## config.mk

```make
export PLATFORM = sky130hd
export DESIGN_NAME = uart_tx_arbiter
export DESIGN_NICKNAME = d
export VERILOG_FILES = /design/src/rtl/uart_tx_arbiter.sv
export SDC_FILE = /design/constraint.sdc
export NUM_CORES = 1
export LEC_CHECK = 0
export BUFFER_PORTS_ARGS = -buffer_cell sky130_fd_sc_hd__buf_2
export CAP_MARGIN = 20
export CORE_UTILIZATION = 45
export CTS_CLUSTER_DIAMETER = 150
export DETAILED_ROUTE_END_ITERATION = 10
export GPL_TIMING_DRIVEN = 1
export PLACE_DENSITY = 0.73
export SKIP_LAST_GASP = 1
export SYNTH_ARGS = -nofsm -noshare
export SYNTH_HDL_FRONTEND = slang
export SYNTH_SLANG_ARGS = --single-unit
```

## constraint.sdc

```tcl
create_clock -name clk -period 6 [get_ports clk]
set_input_delay 0.3 -clock clk [delete_from_list [all_inputs] [get_ports clk]]
set_output_delay 0.3 -clock clk [all_outputs]
set_load 0.1 [all_outputs]
```

## src/rtl/uart_tx_arbiter.sv

```systemverilog
// Round-robin arbiter that shares one UART transmitter among several byte
// producers. It accepts one byte in IDLE, issues a single start pulse, then
// follows the transmitter's ready/busy status until the frame completes. A
// watchdog abandons a transfer that the transmitter never picks up.
module uart_tx_arbiter #(
  parameter int NUM_REQ       = 4,
  parameter int DATA_W        = 8,
  parameter int START_TIMEOUT = 64
) (
  input  logic                          clk,
  input  logic                          rst,
  input  logic [NUM_REQ-1:0]            req_valid,
  input  logic [NUM_REQ*DATA_W-1:0]     req_data,
  output logic [NUM_REQ-1:0]            req_ready,
  output logic                          uart_start,
  output logic [DATA_W-1:0]             uart_data,
  input  logic                          uart_ready,
  input  logic                          uart_busy,
  output logic [$clog2(NUM_REQ)-1:0]    grant_id,
  output logic                          active,
  output logic                          timeout_err
);

  localparam int IDW  = $clog2(NUM_REQ);
  localparam int CNTW = $clog2(START_TIMEOUT + 1);

  typedef enum logic [1:0] {
    IDLE      = 2'd0,
    ISSUE     = 2'd1,
    WAIT_BUSY = 2'd2,
    WAIT_DONE = 2'd3
  } state_t;

  state_t              state_q;
  logic [IDW-1:0]      ptr_q;
  logic [IDW-1:0]      ptr_d;
  logic [CNTW-1:0]     cnt_q;
  logic                uart_start_q;
  logic [DATA_W-1:0]   uart_data_q;
  logic [IDW-1:0]      grant_id_q;
  logic                active_q;
  logic                timeout_err_q;

  logic                win_found;
  logic [IDW-1:0]      win_idx;
  logic [DATA_W-1:0]   win_data;
  logic                grant_en;

  // Find the first valid requester at or above the pointer, then wrap to the bottom.
  always_comb begin
    win_found = 1'b0;
    win_idx   = '0;
    for (int i = 0; i < NUM_REQ; i++) begin
      if (!win_found && req_valid[i] && (i >= int'(ptr_q))) begin
        win_found = 1'b1;
        win_idx   = IDW'(i);
      end
    end
    for (int i = 0; i < NUM_REQ; i++) begin
      if (!win_found && req_valid[i]) begin
        win_found = 1'b1;
        win_idx   = IDW'(i);
      end
    end
  end

  // Accept only from IDLE with an idle transmitter; also select the winner's byte and the next pointer.
  always_comb begin
    grant_en  = (state_q == IDLE) && win_found && uart_ready && !uart_busy && !rst;
    req_ready = '0;
    win_data  = '0;
    for (int i = 0; i < NUM_REQ; i++) begin
      if (win_idx == IDW'(i)) begin
        win_data = req_data[i*DATA_W +: DATA_W];
        if (grant_en) begin
          req_ready[i] = 1'b1;
        end
      end
    end
    if (win_idx == IDW'(NUM_REQ - 1)) begin
      ptr_d = '0;
    end else begin
      ptr_d = win_idx + 1'b1;
    end
  end

  // Sequencer: accept, one-cycle start pulse, wait for pickup (with watchdog), wait for completion.
  always_ff @(posedge clk or posedge rst) begin
    if (rst) begin
      state_q       <= IDLE;
      ptr_q         <= '0;
      cnt_q         <= '0;
      uart_start_q  <= 1'b0;
      uart_data_q   <= '0;
      grant_id_q    <= '0;
      active_q      <= 1'b0;
      timeout_err_q <= 1'b0;
    end else begin
      uart_start_q  <= 1'b0;
      timeout_err_q <= 1'b0;
      case (state_q)
        IDLE: begin
          if (grant_en) begin
            uart_data_q  <= win_data;
            grant_id_q   <= win_idx;
            ptr_q        <= ptr_d;
            active_q     <= 1'b1;
            uart_start_q <= 1'b1;
            state_q      <= ISSUE;
          end
        end
        ISSUE: begin
          cnt_q   <= '0;
          state_q <= WAIT_BUSY;
        end
        WAIT_BUSY: begin
          if (uart_busy || !uart_ready) begin
            state_q <= WAIT_DONE;
          end else if (cnt_q == CNTW'(START_TIMEOUT - 1)) begin
            timeout_err_q <= 1'b1;
            active_q      <= 1'b0;
            state_q       <= IDLE;
          end else begin
            cnt_q <= cnt_q + 1'b1;
          end
        end
        WAIT_DONE: begin
          if (uart_ready && !uart_busy) begin
            active_q <= 1'b0;
            state_q  <= IDLE;
          end
        end
        default: begin
          state_q <= IDLE;
        end
      endcase
    end
  end

  assign uart_start  = uart_start_q;
  assign uart_data   = uart_data_q;
  assign grant_id    = grant_id_q;
  assign active      = active_q;
  assign timeout_err = timeout_err_q;

endmodule

```

Word-level counts from Yosys, hierarchy flattened. Index checks and enable logic that the tools add are counted.

Flip-flop bits (word level): 24. Logic and storage cells: 102.

$add $sub $neg: 2. Order comparisons: 3. Eq/ne operators: 13. Muxes and demuxes: 42. Reduce and logical (&&, ||, !) cells: 34.

Operators by type and width (count): 8-bit two-way mux (4); 1-bit two-way mux (22); 2-bit two-way mux (11); 1-bit logical AND (15); 7-bit two-way mux (2); 7-bit case mux with 2 select lines (1); 1-bit zero test (10); 2-bit != test, second input constant (5); 2-bit equality test, second input constant (4); 2-bit case mux with 4 select lines (1); 7-bit by 1-bit adder with 7-bit output, second input constant (1); 7-bit by 6-bit equality test with 1-bit output, second input constant (1); 3-bit AND reduction (2); 5-bit AND reduction (1); 2-bit by 1-bit equality test with 1-bit output, second input constant (2); 1-bit by 2-bit >= comparator with 1-bit output, first input constant (2); 2-bit zero test (2); 3-bit != test, second input constant (1); 1-bit case mux with 3 select lines (1); 3-bit nonzero test (1); 2-bit by 1-bit adder with 2-bit output, second input constant (1); 2-bit >= comparator, first input constant (1); 2-bit AND reduction (1); 2-bit nonzero test (1); 1-bit logical OR (1).

Longest topological paths before layout. Gate-level depths: netlist of the first run.

Depth after elaboration: 32. Mapped depth: 10.

Worst setup path before layout of the first run. No wires, ideal clock.

Path type: register to output. Start: register ptr_q[0]. End: output req_ready[3]. Arrival time: 2.583 ns. Data required time: 5.700 ns. Slack: 3.117 ns. Cell stages (with the launch flop): 8. Path buffers: 2. Cell sequence: dfrtp_1 -> inv_1 -> a221o_1 -> a22oi_1 -> ha_1 -> buf_1 -> clkbuf_1 -> and2_1.

RTL lines: start: declaration (RTL line 35) `logic [IDW-1:0] ptr_q;`; start signal: assignment (RTL line 106) `ptr_q <= ptr_d;`; 1-bit by 2-bit >= comparator with 1-bit output (RTL line 54) `if (!win_found && req_valid[i] && (i >= int'(ptr_q))) begin`; 1-bit logical AND (RTL line 54); 1-bit two-way mux (RTL line 54); 1-bit zero test (RTL line 54); 1-bit logical AND (2 in a row) (RTL line 54); 1-bit two-way mux (RTL line 54); 1-bit zero test (RTL line 54); 1-bit logical AND (2 in a row) (RTL line 54); [... 11 more ...]; 1-bit logical AND (RTL line 60) `if (!win_found && req_valid[i]) begin`; 1-bit two-way mux (RTL line 60); 1-bit zero test (RTL line 60); 1-bit logical AND (RTL line 60); 2-bit two-way mux * (RTL line 60); via win_idx[0] (RTL line 45) `logic [IDW-1:0] win_idx;`; 2-bit equality test * (RTL line 73) `if (win_idx == IDW'(i)) begin`; 1-bit two-way mux * (RTL line 73); end: declaration (RTL line 14) `output logic [NUM_REQ-1:0] req_ready,`.

The timed path passes the listed nets; every way through them passes the cells marked *.

Final worst setup path of the first run. Same ends and word-level chain as after synthesis.

==> results of run 1 <==
## flip-flops by register name, summed over array words and instances, names as in the netlist
| name | cells |
|---|---|
| active | 1 |
| cnt_q | 7 |
| grant_id | 2 |
| ptr_q | 2 |
| state_q | 2 |
| timeout_err | 1 |
| uart_data | 8 |
| uart_start | 1 |
## layout make-up
type,instances,area share
Multi-Input combinational cell,123,0.454
Sequential cell,24,0.316
Timing Repair Buffer,56,0.148
Inverter,20,0.0402
Tap cell,46,0.0303
Clock buffer,3,0.0119
## through the flow
stage	setup WS [ps]	cells
after floorplan	3120	178
after global placement	3300	269
after detailed placement	3280	269
after CTS	2980	272
after global routing	2780	272
final	2990	272
## layer usage
metal / global-route usage / wire length [um]
met5: 0 / 0
met4: 0.0476 / 20
met3: 0.0248 / 227
met2: 0.283 / 1410
met1: 0.250 / 1620
## layout by cell type, fill, tap and decap left out, drive strengths merged, types with 3 or more instances in the layout
master,synthesis,final
o21ai,5,5
ha,8,8
buf,4,56
a221oi,7,7
or4,3,3
o211ai,3,3
inv,19,19
nand3,8,8
and2,5,5
nand2,7,7
a31oi,3,3
nor2,9,9
dfrtp,24,24
a211o,8,8
clkbuf,7,3
a21oi,21,21
nand2b,6,6
## Yosys cell counts (all sizes together) (4+ instances only)
library cell / count / area share
nand2b: 6 / 0.028
nand3: 8 / 0.025
buf: 4 / 0.026
and2: 5 / 0.019
clkbuf: 7 / 0.016
inv: 19 / 0.044
dfrtp: 24 / 0.37
nand2: 7 / 0.016
ha: 8 / 0.062
a221oi: 7 / 0.038
o21ai: 5 / 0.018
a21oi: 21 / 0.070
nor2: 9 / 0.021
a211o: 8 / 0.044
## worst max-delay path: cells and delay by family, from the launching register on
kind                     cells  cell delay [ps]
adder cells (fa/ha/maj)      1              650
AND/OR/NAND/NOR              1              210
buffers and inverters        2              490
AO/OA/AOI/OAI                2              690
flip-flops                   1              360
## final timing paths
kind / startpoint / cells past startpoint / slack [ps] / to
worst max-delay path: ptr_q[0]$_DFFE_PP0P_ / 6 / 2990 / req_ready[3]
worst min-delay path: rst / 2 / 170 / active$_DFFE_PP0P_
worst max register to register: ptr_q[0]$_DFFE_PP0P_ / 8 / 3620 / uart_data[5]$_DFFE_PP0P_
worst min register to register: grant_id[1]$_DFFE_PP0P_ / 2 / 500 / grant_id[1]$_DFFE_PP0P_
max in group asynchronous: rst / 2 / 5290 / uart_data[7]$_DFFE_PP0P_
min in group clk: req_data[25] / 3 / 300 / uart_data[1]$_DFFE_PP0P_
## cell families after synthesis
logic type	share of synthesized area
compound gates	0.273
fa+ha+maj	0.0623
buf+inv	0.0896
flops	0.374
mux	0.00701
simple gates	0.194
## power groups by stage
| stage | logic, W | clock network, W | registers (W) |
|---|---|---|---|
| after floorplan | 0.000290 | 0 | 0.000516 |
| after global placement | 0.000666 | 0 | 0.000250 |
| after detailed placement | 0.000669 | 0 | 0.000251 |
| after CTS | 0.000670 | 0.0000702 | 0.000247 |
| after global routing | 0.000716 | 0.0000768 | 0.000255 |
| final | 0.000668 | 0.0000675 | 0.000248 |
==> impl_results.rst, run 1 <==
.. list-table::
   :header-rows: 1

   * - Metric
     - Value
   * - Reported net switching power
     - ~0.00057 W
   * - Maximum capacitance violations
     - 0
   * - Critical path's largest stage delay
     - between 600 and 700 ps
   * - Post-Route WL
     - roughly 3.3 mm
   * - Count of vias placed by the detailed router
     - around 1,500
   * - Max-slew violations
     - 0
   * - Placer congestion estimate
     - approximately 0.77
   * - Transition time of the tightest slew-check pin
     - ~860 ps
   * - Final period util
     - 0.502
   * - DRC violations left
     - 0
   * - First-pass GRT wire length
     - between 5 and 6 mm
   * - Fin nets
     - 276
   * - Result of the run
     - completed
   * - Number of standard cells after synthesis
     - 178
   * - Hold-fix buffers, CTS
     - 0
   * - Average detailed-routed wire length per instance
     - approximately 12 um
   * - Nets in the synthesized netlist
     - about 230
   * - Netlist area before placement
     - 0.00161 mm^2
   * - Layout cell share with drive strength beyond 1
     - 0.296
   * - Rows
     - 21
   * - Master cell of the clock root buffer
     - sky130_fd_sc_hd__clkbuf_4
   * - Total power of the final layout
     - approximately 0.001 W
   * - Vias in the first global route
     - between 1,000 and 1,500
   * - Maximum buffer depth of the clock tree
     - 2
   * - Number of antenna diodes
     - 0
   * - GRT Util Overall
     - 0.176
   * - Io pins
     - 57
   * - Area growth, synth to finish
     - 18.2%
   * - Category of the worst setup path launch point
     - register
   * - Mean number of vias per cell
     - between 5 and 6
   * - Max rail drop VDD
     - ~0.15 mV
   * - Later-pin clock latency in the skew report
     - approximately 300 ps
   * - Worst hold path type
     - input pin to asynchronous set/reset pin
   * - Most frequently used flop master after synthesis
     - sky130_fd_sc_hd__dfrtp_1
   * - Count of buffers from port buffering
     - 56
   * - Sw frac
     - 0.578
   * - Mean Syn Cell Area
     - roughly 9 um^2
   * - Worst-path clk slew
     - 120 ps
   * - Number of CTS-inserted buffers
     - 3
   * - Area of the multi-input gates
     - about 860 um^2
   * - Maximum level of the CTS H-tree
     - 1
   * - Headroom to the max-slew limit
     - 0.424
   * - Antenna violations before repair
     - 0
   * - Pwr dens
     - between 500 and 600 mW/mm^2
   * - Area taken by flip-flops and latches
     - between 600 and 700 um^2
   * - Number of filler instances in the final layout
     - ~300
   * - Synth warn
     - 0
   * - Sequential group share of total power
     - 0.252
   * - Total negative slack for setup checks
     - 0 ps
   * - Cell breakdown of the critical path
     - inv_1, a221o_1, a22oi_1, ha_1, and2_1, buf_2
   * - RSZ-0062 raised after global routing
     - no
   * - Final hold slack
     - approximately 170 ps
   * - Combinational Power Share
     - 0.679
   * - Number of enable-type register cells in the synthesized netlist
     - 0
   * - Number of flip-flops and latches in the synthesized netlist
     - 24
   * - Detailed-routing iteration count for the pre-antenna-repair pass
     - 4
   * - Count of distinct cell types in the synthesized netlist
     - 48
   * - Upper clock frequency limit
     - 0.332 GHz
   * - Internal power
     - 0.000415 W
   * - Clock tree from TritonCTS
     - yes
   * - Worst Path Max Fanout
     - 18
   * - Antenna Nets Post-Route
     - 0
   * - Chip height
     - just over 60 um
   * - Arrival time of data at the critical path endpoint
     - 2710 ps
   * - Sequential-to-total area share from yosys stat
     - 0.374
   * - Overflow left after global routing
     - 0
   * - Clock Power Share
     - 0.069
   * - Number of setup buffers added after CTS
     - 0
   * - Initial standard-cell utilization of the core
     - 0.474
   * - Total half-perimeter wirelength after legalization and detailed placement
     - about 2.6 mm
   * - Proportion of synthesized flip-flops having asynchronous set or reset
     - 1.00
   * - Clock period minus worst slack
     - approximately 3000 ps
   * - Count of final setup violators
     - 0
   * - P_leak
     - around 0.95 nW
   * - Die outline area
     - 0.00381 mm^2
   * - CP Data Required Time
     - approximately 5700 ps
   * - Finished layout cell area
     - approximately 0.0019 mm^2
   * - Number of gates given a new drive strength after cts
     - 0
   * - Slowest library cell on the worst path
     - sky130_fd_sc_hd__ha_1
   * - Number of failing hold endpoints at the final stage
     - 0
   * - Worst clock skew on the final layout
     - 4.41 ps
   * - Sink count of the clock tree
     - 24
   * - Number of design-rule violations left by the first detailed-router iteration
     - about 90
   * - Type of destination of the critical path
     - primary output
   * - Largest net degree at the start of global routing
     - 25
   * - Core occupancy in the finished layout
     - 0.560
   * - Post-detailed-placement cell area
     - roughly 0.0019 mm^2
   * - Category of the critical setup timing path
     - register to primary output
   * - Core footprint
     - 0.00339 mm^2
   * - Die span in x
     - slightly above 60 um
Power figures use the tool's default switching activity.
==> inputs of run 2 (changes only) <==
- clock period: 6 -> 3.01 ns (I/O delays scaled with it)
==> run 2 against run 1 <==
Via count increased by 1.2%. Final cell count increased by 0.74%. Non-clock buffer count increased by 1. Register-to-register slack got worse by 3000 ps. Sequential power increased by 100%. Global-route usage increased by 0.19 points. Largest cell class unchanged.
==> impl_results.rst, run 2 (same netlist as run 1, synthesis figures left out) <==
.. list-table::
   :header-rows: 1

   * - Metric
     - Value
   * - Area growth, synth to finish
     - 19.5%
   * - Layout cell share with drive strength beyond 1
     - 0.303
   * - Number of setup buffers added after CTS
     - 0
   * - Clock period minus worst slack
     - approximately 2700 ps
   * - Hold-fix buffers, CTS
     - 0
   * - Number of failing hold endpoints at the final stage
     - 0
   * - DRC violations left
     - 0
   * - Overflow left after global routing
     - 0
   * - Worst setup slack for register-to-register paths
     - 610 ps
   * - First-pass GRT wire length
     - 5.05 mm
   * - Max-slew violations
     - 0
   * - Most frequent standard cell in the layout excluding fill and tap cells
     - sky130_fd_sc_hd__buf_2
   * - RSZ-0062 raised after global routing
     - no
   * - Result of the run
     - completed
   * - Worst hold path type
     - input pin to asynchronous set/reset pin
   * - Die span in x
     - 61.8 um
   * - Number of design-rule violations left by the first detailed-router iteration
     - 85
   * - Placer congestion estimate
     - around 0.8
   * - Rows
     - 21
   * - Count of buffers from port buffering
     - 56
   * - Maximum buffer depth of the clock tree
     - 2
   * - Count of final setup violators
     - 0
   * - Transition time of the tightest slew-check pin
     - approximately 860 ps
   * - Total power of the final layout
     - approximately 0.002 W
   * - Arrival time of data at the critical path endpoint
     - 2510 ps
   * - Category of the critical setup timing path
     - register to primary output
   * - Total half-perimeter wirelength after legalization and detailed placement
     - about 2.6 mm
   * - Number of gates given a new drive strength after cts
     - 0
   * - Type of destination of the critical path
     - primary output
   * - Worst clock skew on the final layout
     - around 5.7 ps
   * - Antenna Nets Post-Route
     - 0
   * - Fin nets
     - roughly 280
   * - Category of the worst setup path launch point
     - register
   * - Crit Reg-Reg Startpoint
     - ptr_q[0]$_DFFE_PP0P_
   * - Largest net degree at the start of global routing
     - 25
   * - Vias in the first global route
     - approximately 1,200
   * - CP Data Required Time
     - between 2000 and 3000 ps
   * - Average detailed-routed wire length per instance
     - ~12 um
   * - Number of antenna diodes
     - 0
   * - Top library cells by usage in the layout, fill and taps aside
     - sky130_fd_sc_hd__buf_2 (56), sky130_fd_sc_hd__dfrtp_1 (24), sky130_fd_sc_hd__inv_1 (19), sky130_fd_sc_hd__a21oi_1 (19), sky130_fd_sc_hd__nor2_1 (9)
   * - Sink count of the clock tree
     - 24
   * - Core footprint
     - roughly 0.0034 mm^2
   * - Total negative slack for setup checks
     - 0 ps
   * - P_leak
     - 0.966 nW
   * - Die outline area
     - around 0.0038 mm^2
   * - Master cell of the clock root buffer
     - sky130_fd_sc_hd__clkbuf_4
   * - Chip height
     - around 62 um
   * - Post-Route WL
     - 3.35 mm
   * - Maximum capacitance violations
     - 0
   * - Io pins
     - between 50 and 60
   * - Number of cells on the worst reg-to-reg path
     - 8
   * - Flip-flop count of the largest register after layout
     - 8
   * - Worst Path Max Fanout
     - 17
   * - Count of vias placed by the detailed router
     - between 1,000 and 1,500
   * - Final period util
     - 0.884
   * - Later-pin clock latency in the skew report
     - ~300 ps
   * - Clock tree from TritonCTS
     - yes
   * - Antenna violations before repair
     - 0
   * - Detailed-routing iteration count for the pre-antenna-repair pass
     - 4
   * - Mean number of vias per cell
     - between 5 and 6
   * - Endpoint of the worst-slack reg-to-reg timing path
     - uart_data[2]$_DFFE_PP0P_
   * - Upper clock frequency limit
     - between 0.3 and 0.4 GHz
   * - Worst-path clk slew
     - roughly 130 ps
   * - Initial standard-cell utilization of the core
     - 0.474
   * - Max rail drop VDD
     - about 0.35 mV
   * - Pwr dens
     - around 1000 mW/mm^2
   * - Maximum level of the CTS H-tree
     - 1
   * - Number of CTS-inserted buffers
     - 3
   * - Headroom to the max-slew limit
     - 0.424
   * - GRT Util Overall
     - 0.178
run 2: changes by cell type in the layout (fill, tap and decap cells not counted):
cell and change:
sky130_fd_sc_hd__buf_4 +1, sky130_fd_sc_hd__clkbuf_8 +1
run 2: area by class of cell:
class	instances	area, um^2
sequential	24	601
tap	46	57.6
inverter	20	76.3
clock buffer	4	36.3
multi-input combinational	123	862
timing repair buffer	57	288
fill	307	1470
run 2: worst max-delay path, stage by stage (launching register included):
cell and delay, ps:
sky130_fd_sc_hd__dfrtp_1 370, sky130_fd_sc_hd__inv_1 70, sky130_fd_sc_hd__a221o_1 320, sky130_fd_sc_hd__a22oi_1 400, sky130_fd_sc_hd__inv_1 130, sky130_fd_sc_hd__ha_1 410
sky130_fd_sc_hd__and2_1 220, sky130_fd_sc_hd__buf_2 280
run 2: worst max path at each step:
stage	depth (start not counted)	start	slack [ps]	end
after floorplan	7	ptr_q[0]$_DFFE_PP0P_	280	req_ready[3]
after global placement	8	ptr_q[0]$_DFFE_PP0P_	630	uart_data[5]$_DFFE_PP0P_
after detailed placement	8	ptr_q[0]$_DFFE_PP0P_	640	uart_data[4]$_DFFE_PP0P_
after CTS	6	ptr_q[0]$_DFFE_PP0P_	370	req_ready[1]
after global routing	7	ptr_q[0]$_DFFE_PP0P_	170	req_ready[2]
final	7	ptr_q[0]$_DFFE_PP0P_	350	req_ready[2]
run 2: power by group:
group | internal [W] | leakage [nW] | switching (W) | total, W
Sequential | 0.000428 | 0.301 | 0.0000680 | 0.000496
Clock | 0.0000737 | 0.0210 | 0.0000905 | 0.000164
Combinational | 0.000356 | 0.645 | 0.000976 | 0.00133
Total | 0.000857 | 0.966 | 0.00113 | 0.00199
run 2: metrics by stage:
stage | utilization | std cells | worst slack, ps | area, um^2 | hold slack [ps]
finish | 0.567 | 274 | 348 | 1920 | 22.8
global route | 0.567 | 274 | 167 | 1920 | 97.2
CTS | 0.567 | 274 | 370 | 1920 | 60.6
detailed placement | 0.556 | 270 | 640 | 1880 | 407
global placement | 0.556 | 270 | 633 | 1880 | 410
floorplan | - | 178 | 277 | 1610 | 165
run 2: metal layers:
metal | wire, um | part of all wire | vias to the layer above | GRT usage
met1 | 1600 | 0.48 | 669 | 0.243
met5 | 0 | 0 | - | 0
li1 | - | - | 755 | -
met2 | 1510 | 0.45 | 43 | 0.300
met3 | 208 | 0.062 | 2 | 0.0228
met4 | 26 | 0.0078 | 0 | 0.0476
==> inputs of run 3 (changes only) <==
- ABC_AREA: default -> 1
- ABC_CLOCK_PERIOD_IN_PS: default -> 3010
==> run 3 against run 2 <==
Synthesized area increased by 1.6%. Critical path depth grew 5. Clock-buffer cell count did not move. Clock skew fell by 4.3 ps. Sequential power shrank 0.8%. Critical endpoint unchanged. Highest routed layer unchanged.
==> impl_results.rst, run 3 <==
.. list-table::
   :header-rows: 1

   * - Metric
     - Value
   * - Worst clock skew on the final layout
     - 1.41 ps
   * - Antenna violations before repair
     - 0
   * - Area share of the largest cell type after synthesis
     - 0.368
   * - Number of cells on the worst reg-to-reg path
     - 17
   * - Sequential-to-total area share from yosys stat
     - 0.368
   * - Transition time of the tightest slew-check pin
     - around 900 ps
   * - Fin nets
     - 333
   * - Worst-path clk slew
     - between 100 and 150 ps
   * - Pwr dens
     - approximately 1000 mW/mm^2
   * - Count of buffers from port buffering
     - between 50 and 60
   * - Upper clock frequency limit
     - 0.371 GHz
   * - Number of setup buffers added after CTS
     - 0
   * - Maximum level of the CTS H-tree
     - 1
   * - Global routing's busiest layer
     - met2
   * - Placer congestion estimate
     - about 0.94
   * - Number of standard cells after synthesis
     - 231
   * - Die span in x
     - roughly 62 um
   * - Slowest library cell on the worst path
     - sky130_fd_sc_hd__buf_2
   * - Max rail drop VDD
     - ~0.8 mV
   * - Category of the worst setup path launch point
     - register
   * - Cell taking the most area after synthesis
     - sky130_fd_sc_hd__dfrtp_1
   * - Maximum buffer depth of the clock tree
     - 2
   * - Area growth, synth to finish
     - 20.0%
   * - Sink count of the clock tree
     - 24
   * - Total power of the final layout
     - approximately 0.0020 W
   * - Synth warn
     - 0
   * - Overflow left after global routing
     - 0
   * - Number of flip-flops and latches in the synthesized netlist
     - 24
   * - Vias in the first global route
     - approximately 1,500
   * - Count of distinct cell types in the synthesized netlist
     - 31
   * - Number of CTS-inserted buffers
     - 3
   * - Flip-flop count of the largest register after layout
     - 8
   * - Category of the critical setup timing path
     - register to primary output
   * - Core occupancy in the finished layout
     - 0.573
   * - Number of enable-type register cells in the synthesized netlist
     - 0
   * - CP delay by family, top
     - simple AND/OR/NAND/NOR gates
   * - GRT Util Overall
     - 0.207
   * - Average detailed-routed wire length per instance
     - 11.4 um
   * - Most numerous cell in the Yosys netlist
     - sky130_fd_sc_hd__nand2_1
   * - Headroom to the max-slew limit
     - 0.406
   * - Count of vias placed by the detailed router
     - roughly 1,600
   * - Chip height
     - a little over 60 um
   * - Clock period minus worst slack
     - 2700 ps
   * - Netlist area before placement
     - around 0.0016 mm^2
   * - Detailed-routing iteration count for the pre-antenna-repair pass
     - 4
   * - Post-Route WL
     - 3.76 mm
   * - Final hold slack
     - approximately 27 ps
   * - Rows
     - 21
   * - Arrival time of data at the critical path endpoint
     - roughly 2600 ps
   * - Global Route met2 Usage
     - 0.379
   * - Reported net switching power
     - 0.00123 W
   * - Critical path's largest stage delay
     - 440 ps
   * - Number of failing hold endpoints at the final stage
     - 0
   * - Synth top area cells
     - sky130_fd_sc_hd__dfrtp_1 (37%), sky130_fd_sc_hd__nand2_1 (21%), sky130_fd_sc_hd__ha_1 (6.1%)
   * - RSZ-0062 raised after global routing
     - no
   * - Proportion of synthesized flip-flops having asynchronous set or reset
     - 1.00
   * - Internal power
     - 0.000817 W
   * - CP most frequent cell
     - sky130_fd_sc_hd__nand2_1
   * - Layout cell share with drive strength beyond 1
     - 0.292
   * - Most numerous cell types in the synthesized netlist
     - sky130_fd_sc_hd__nand2_1 (90), sky130_fd_sc_hd__dfrtp_1 (24), sky130_fd_sc_hd__inv_1 (21), sky130_fd_sc_hd__a21oi_1 (11), sky130_fd_sc_hd__o21ai_0 (11)
   * - Number of filler instances in the final layout
     - between 300 and 400
   * - Sw frac
     - 0.602
   * - Type of destination of the critical path
     - primary output
   * - Die outline area
     - 0.00387 mm^2
   * - Clock tree from TritonCTS
     - yes
   * - CP Data Required Time
     - around 2900 ps
   * - Combinational Power Share
     - 0.678
   * - Number of antenna diodes
     - 0
   * - Worst Path Max Fanout
     - 9
   * - Mean number of vias per cell
     - about 4.8
   * - Max-slew violations
     - 0
   * - Most frequently used flop master after synthesis
     - sky130_fd_sc_hd__dfrtp_1
   * - Met1 layer usage reported by global route
     - 0.252
   * - Depth of the critical timing path with buffers and inverters included
     - 12
   * - P_leak
     - 1.12 nW
   * - Mean Syn Cell Area
     - between 7 and 8 um^2
   * - Number of gates given a new drive strength after cts
     - 0
   * - Clock Power Share
     - 0.082
   * - Cell breakdown of the critical path
     - inv_1, nand2_1, nand2_1, nand2_1, nand2_1, nor2_1, nand3_1, nand2_1, ha_1, inv_1, nor2_1, buf_2
   * - Top library cells by usage in the layout, fill and taps aside
     - sky130_fd_sc_hd__nand2_1 (90), sky130_fd_sc_hd__buf_2 (56), sky130_fd_sc_hd__dfrtp_1 (24), sky130_fd_sc_hd__inv_1 (21)
   * - Sequential group share of total power
     - 0.240
   * - Antenna Nets Post-Route
     - 0
   * - Most frequent standard cell in the layout excluding fill and tap cells
     - sky130_fd_sc_hd__nand2_1
   * - Total negative slack for setup checks
     - 0 ps
   * - Io pins
     - between 50 and 60
   * - Worst hold path type
     - input pin to asynchronous set/reset pin
   * - Nets in the synthesized netlist
     - between 200 and 300
   * - Buf+Inv Stages, Crit Path
     - 3
   * - Final period util
     - 0.896
   * - First-pass GRT wire length
     - roughly 6.5 mm
   * - DRC violations left
     - 0
   * - Hold-fix buffers, CTS
     - 0
   * - Result of the run
     - completed
   * - Number of design-rule violations left by the first detailed-router iteration
     - 57
   * - Largest net degree at the start of global routing
     - 25
   * - Total half-perimeter wirelength after legalization and detailed placement
     - a little under 3 mm
   * - Count of final setup violators
     - 0
   * - Master cell of the clock root buffer
     - sky130_fd_sc_hd__clkbuf_4
   * - Later-pin clock latency in the skew report
     - a little over 300 ps
   * - Core footprint
     - between 0.003 and 0.004 mm^2
   * - Maximum capacitance violations
     - 0
   * - Met3 track demand over resource in global routing
     - 0.0349
   * - Initial standard-cell utilization of the core
     - 0.478
## run 3: cell count changes in the layout (fill, tap and decap cells not counted), sizes merged, moves of 3 or more
| cell | change |
|---|---|
| nand2 | +86 |
| o21ai | +19 |
| a21oi | -9 |
| a211o | -8 |
| a221oi | -7 |
| inv | +6 |
| nand2b | -6 |
| and2 | -5 |
| or2 | +4 |
| a31oi | -3 |
| nand3 | +3 |
| o211ai | -3 |
| or4 | -3 |
## run 3: final timing paths
kind / start / slack, ps / end
min: rst / 30 / active$_DFFE_PP0P_
max: ptr_q[0]$_DFFE_PP0P_ / 310 / req_ready[2]
max in group asynchronous: rst / 2440 / timeout_err$_DFF_PP0_
min in group clk: uart_busy / 110 / timeout_err$_DFF_PP0_
max reg2reg: ptr_q[0]$_DFFE_PP0P_ / 630 / uart_data[3]$_DFFE_PP0P_
min reg2reg: uart_data[4]$_DFFE_PP0P_ / 490 / uart_data[4]$_DFFE_PP0P_
## run 3: final cells by class
| cell class | instances | area (um^2) | area share |
|---|---|---|---|
| clock buffers | 4 | 36.3 | 0.0185 |
| inverters | 25 | 93.8 | 0.0479 |
| multi-input cells | 174 | 882 | 0.450 |
| flip-flops and latches | 24 | 601 | 0.307 |
| well taps | 46 | 57.6 | 0.0294 |
| repair buffers | 57 | 288 | 0.147 |
## run 3: cells by family (layout without fill, tap and decap cells)
family | count (synthesis) | after routing | share of synthesized area
AO/OA/AOI/OAI | 39 | 39 | 0.138
buffers and inverters | 33 | 86 | 0.0928
AND/OR/NAND/NOR | 126 | 126 | 0.334
adder cells (fa/ha/maj) | 8 | 8 | 0.0614
XOR/XNOR | 1 | 1 | 0.00537
flip-flops | 24 | 24 | 0.368
## run 3: power groups by stage
stage / Combinational (W) / Clock, W / Sequential, W
detailed placement: 0.00139 / 0 / 0.000500
floorplan: 0.000667 / 0 / 0.00104
finish: 0.00139 / 0.000168 / 0.000492
CTS: 0.00139 / 0.000175 / 0.000493
global placement: 0.00137 / 0 / 0.000494
global route: 0.00152 / 0.000187 / 0.000505
## run 3: per-stage QoR
step	worst slack [ps]	std cells	instance area, um^2
2_1_floorplan	264	231	1630
6_report	313	330	1960
5_1_grt	43.1	330	1960
3_3_place_gp	813	326	1920
4_1_cts	346	330	1960
3_5_place_dp	719	326	1920
## run 3: layer usage
layer,up-vias,part of all wire
li1,837,-
met4,0,0.0069
met3,2,0.034
met5,-,0
met2,31,0.50
met1,717,0.46
